<file path="config.mk">
export PLATFORM = sky130hd
export DESIGN_NAME = fetch_unit
export DESIGN_NICKNAME = d
export VERILOG_FILES = /design/src/rtl/fetch_unit.sv
export SDC_FILE = /design/constraint.sdc
export NUM_CORES = 1
export LEC_CHECK = 0
export ABC_AREA = 1
export CELL_PAD_IN_SITES_DETAIL_PLACEMENT = 0
export CELL_PAD_IN_SITES_GLOBAL_PLACEMENT = 1
export CORE_MARGIN = 3
export CORE_UTILIZATION = 28
export DETAILED_ROUTE_END_ITERATION = 10
export PLACE_DENSITY = 0.85
export SKIP_LAST_GASP = 1
export SLEW_MARGIN = 20
export SYNTH_ARGS = -nofsm -noshare
export SYNTH_HDL_FRONTEND = slang
export SYNTH_SLANG_ARGS = --single-unit
</file>
<file path="constraint.sdc">
create_clock -name clk -period 1.71 [get_ports clk]
set_input_delay 0.2565 -clock clk [delete_from_list [all_inputs] [get_ports clk]]
set_output_delay 0.2565 -clock clk [all_outputs]
set_load 0.05 [all_outputs]
</file>
<file path="src/rtl/fetch_unit.sv">
// Instruction-fetch stage: owns the PC, drives the synchronous instruction ROM and
// presents the fetched word, its PC and PC+4 to the IF/ID boundary.
module fetch_unit #(
  parameter int unsigned      WIDTH     = 32,
  parameter logic [WIDTH-1:0] RESET_PC  = '0,
  parameter int unsigned      ROM_WORDS = 256,
  parameter logic [WIDTH-1:0] NOP_INSTR = '0
) (
  input  logic             clk,
  input  logic             rst,
  input  logic             stall,
  input  logic             redirect,
  input  logic [WIDTH-1:0] branch_target,
  output logic             rom_en,
  output logic [WIDTH-1:0] rom_addr,
  input  logic [WIDTH-1:0] rom_rd,
  output logic [WIDTH-1:0] instr,
  output logic [WIDTH-1:0] instr_pc,
  output logic [WIDTH-1:0] pc_plus4,
  output logic             instr_valid,
  output logic             fetch_fault
);

  localparam logic [WIDTH-1:0] RomWordsW = WIDTH'(ROM_WORDS);
  localparam logic [WIDTH-1:0] PcStep    = WIDTH'(4);

  logic [WIDTH-1:0] pc_q, pc_d;
  logic [WIDTH-1:0] f_pc_q, f_pc_d;
  logic             f_valid_q, f_valid_d;
  logic             f_fault_q, f_fault_d;
  logic             pc_oor;
  logic             unused_tgt_lsbs;

  // Word alignment is forced, so the low target bits carry no information.
  assign unused_tgt_lsbs = ^branch_target[1:0];

  assign pc_oor = {2'b00, pc_q[WIDTH-1:2]} >= RomWordsW;

  always_comb begin
    pc_d      = pc_q;
    f_pc_d    = f_pc_q;
    f_valid_d = f_valid_q;
    f_fault_d = f_fault_q;
    if (redirect) begin
      // Squash the in-flight read; f_pc holds so instr_pc stays stable.
      pc_d      = {branch_target[WIDTH-1:2], 2'b00};
      f_valid_d = 1'b0;
    end else if (!stall) begin
      pc_d      = pc_q + PcStep;
      f_pc_d    = pc_q;
      f_valid_d = 1'b1;
      f_fault_d = pc_oor;
    end
  end

  always_ff @(posedge clk) begin
    if (rst) begin
      pc_q      <= RESET_PC;
      f_pc_q    <= RESET_PC;
      f_valid_q <= 1'b0;
      f_fault_q <= 1'b0;
    end else begin
      pc_q      <= pc_d;
      f_pc_q    <= f_pc_d;
      f_valid_q <= f_valid_d;
      f_fault_q <= f_fault_d;
    end
  end

  // Holding rom_en low during a stall keeps the ROM output, and hence instr, stable.
  assign rom_en      = !stall && !rst;
  assign rom_addr    = pc_q;
  assign instr_valid = f_valid_q && !f_fault_q;
  assign fetch_fault = f_valid_q && f_fault_q;
  assign instr       = instr_valid ? rom_rd : NOP_INSTR;
  assign instr_pc    = f_pc_q;
  assign pc_plus4    = f_pc_q + PcStep;

endmodule

</file>
==> out/summary.txt <==
IO Count = 199
largest net degree at the start of global routing = 38
Skew-Pair Late Insertion Delay = 340 ps
crit path from = instr_pc[12]$_SDFFE_PP0P_
vias post-DR = 5730
Synth Area in Compound Gates = 10.9%
CTS Buf Count = 9
hold_buf cts = 0
total power = 5.70 mW
HP Class = flop to flop
skew final = 7.70 ps
fillcell total = 1342
die area = 17400 um^2
main combinational cell family by area after synthesis = simple AND/OR/NAND/NOR gates
DRT Pass-1 Iters = 5
Area growth syn-to-layout = 112%
critical path capture point type = primary output
Iteration-0 DRC Markers = 359
Die Y = 132 um
worst r2r src = rom_addr[3]$_SDFFE_PP0P_
min-delay src = f_valid_q$_SDFFE_PP0N_
sw power = 1.94 mW
Clock Power Share = 36.7%
Internal = 3.75 mW
grt total ovfl = 0
Worst slew margin = 64.3%
CTS Buffer Depth = 2
xor and xnor area share after synthesis = 4.93%
num rows = 45
min Tclk post-route = 2130 ps
Final Max Slew Viols = 0
Post-Synth Adder-Cell Area = 0.845%
delay-heaviest family, CP = simple AND/OR/NAND/NOR gates
Slew @ Worst Pin = 531 ps
CTS tree = done
Starting Density = 28.9%
P_leak = 4.42 nW
Worst-path clk slew = 50 ps
Worst Path Max Fanout = 4
DRC errors left = 0
Syn Area/Cell = 6.11 um^2
Sw Ratio = 34.1%
Final WS setup = -416 ps
Fin Setup TNS = -7700 ps
RSZ-0062 raised after global routing = true
Post-synth EDFFs = 0
post-synth top area share = 27.9%
Worst EP required = 1450 ps
Yosys top cell by area = dfxtp_1
vias in the first global route = 5398
antenna cells = 0
yosys warns = 0
Wirelength per Cell = 14.9 um
input/output buffers = 190
dpl hpwl = 14600 um
Post-synth top flop = dfxtp_1
critical path class = flop to primary output
VDD IR max = 0.504 mV
Max-Cap Viols = 0
clk sinks = 62
Routed Wire Length = 18600 um
Async SR Flop Fraction = 0%
Core Area = 15400 um^2
multiplexer area fraction after synthesis = 0%
Die X = 132 um
Synth Area in Simple Gates = 39.8%
fin crit share = 124%
Bufs and invs on worst path = 3
Max Fclk = 470 MHz
clock root buffer = clkbuf_16
sequential element share of the synthesized area = 27.9%
Global Route Usage Sum = 20.6%
sequential share of power = 28.9%
Via density = 4.58
post-synthesis instance area = 4440 um^2
Slowest-stage cell, CP = dfxtp_4
failing checks = setup timing
share of layout cells above drive strength 1 = 44.1%
Final nets = 1105
global-route wire length before repair = 29100 um
Comb pwr share = 34.4%
CP max stage delay = 370 ps
# H-tree levels = 3
top post-synthesis cells by area = dfxtp_1 (28%), nand2_1 (12%), inv_1 (11%)
Final Hold Vio Count = 0
cells along the critical path = inv_6 -> nor3_4 -> inv_2 -> nor2_4 -> nand2_4 -> nor2_4 -> nand2_2 -> nand2_2 -> nand2_4 -> buf_12
CP arrival = 1870 ps
GPL Wtd Cong = 0.885
FF+latch count, synth = 62
initial antenna violation count = 0
# setup viols final = 26
Distinct cells, synth = 38
pwr dens = 604 nW/um^2
Post-Synthesis Cells = 727
Worst Setup Start Kind = flop
outcome = finished, violations left
Final ANT Viol Nets = 0
## Yosys cell counts (all sizes together) (2+ instances only)
| cell | instances |
|---|---|
| nand2 | 150 |
| inv | 140 |
| nor2 | 116 |
| dfxtp | 62 |
| nand3 | 50 |
| nor3 | 38 |
| o21ai | 38 |
| xor2 | 24 |
| buf | 21 |
| nand4 | 20 |
| a21oi | 18 |
| a211oi | 14 |
| clkbuf | 8 |
| o211ai | 5 |
| nand3b | 4 |
| a31oi | 3 |
| ha | 3 |
| nor4 | 3 |
| o31ai | 2 |
## per-stage QoR
step | instances | worst slack [ps] | area, um^2 | util [%] | hold slack, ps
finish | 1250 | -416 | 9440 | 61.4 | 489
global route | 1250 | -524 | 9440 | 61.4 | 501
CTS | 1236 | -408 | 9150 | 59.5 | 487
detailed placement | 1205 | -74.4 | 8480 | 55.2 | 515
global placement | 1205 | -71.7 | 8480 | 55.2 | 514
floorplan | 732 | -141 | 5370 | - | 390
## logic make-up after synthesis
family,count (synthesis)
compound gates,83
xor+xnor,25
fa+ha+maj,3
buf+inv,170
flops,62
other cells,1
simple gates,383
## worst min-delay path: cells and delay by family, from the launching register on
family	cells	cell delay, ps
AOI/OAI and AO/OA	1	60
buffers and inverters	1	70
DFF	1	320
## sequential cells by signal, summed over array words and instances (netlist names)
register   count
instr_pc      30
rom_addr      30
f_valid_q      1
f_fault_q      1
## per-layer routing
| layer | vias up | part of all wire (%) | global-route usage [%] |
|---|---|---|---|
| met2 | 160 | 49 | 33.7 |
| met3 | 26 | 4.4 | 3.28 |
| met5 | - | 0 | 0 |
| met1 | 2635 | 45 | 27.9 |
| li1 | 2909 | - | - |
| met4 | 0 | 2.1 | 6.24 |
## final cells by class
type	count	area, um^2	area share [%]
Inverter	141	551	5.83
Timing Repair Buffer	320	3370	35.7
Clock inverter	7	113	1.19
Tap cell	211	264	2.80
Sequential cell	62	1340	14.2
Clock buffer	9	225	2.39
Multi-Input combinational cell	500	3580	37.9
## layout by cell type (no fill, tap or decap), types with 4 or more instances in the layout
master           instances
nor3_1                  19
buf_4                  174
nor3_4                  15
o211ai_1                 5
dfxtp_4                 24
nand4_1                 20
xor2_4                  18
nand2_1                118
buf_12                  54
xor2_2                   5
nor3_2                   4
inv_2                   13
nand3_1                 44
a21oi_1                 17
o21ai_0                 37
inv_1                  123
buf_6                   24
dfxtp_1                 29
nand2_2                 16
a211oi_1                14
nor2_1                  62
nor2_2                   7
dfxtp_2                  9
clkdlybuf4s50_1         65
clkbuf_16                9
nand3_2                  4
nor2_4                  47
nand3b_1                 4
conb_1                   6
nand2_4                 16
## power by group through the flow
stage / combinational, mW / clock [mW] / sequential (mW)
floorplan: 0.743 / 0 / 1.96
global placement: 1.88 / 0 / 1.67
detailed placement: 1.89 / 0 / 1.67
CTS: 1.93 / 2.13 / 1.64
global route: 2.06 / 2.19 / 1.66
finish: 1.96 / 2.09 / 1.65
## final timing paths
path | endpoint | cells past startpoint | slack (ps)
worst max-delay path | pc_plus4[31] | 10 | -420
worst min-delay path | f_valid_q$_SDFFE_PP0N_ | 2 | 490
worst max register to register | rom_addr[28]$_SDFFE_PP0P_ | 9 | 150
worst min register to register | f_valid_q$_SDFFE_PP0N_ | 2 | 490
## repair_timing
item / in CTS / in global routing
setup endpoints to repair: 56 / 53
setup buffers: 15 / 14
resized for setup: 52 / 45
gates cloned: 1 / 0
pin swaps: 34 / 36
No activity file was read; power rests on OpenSTA's default activity.
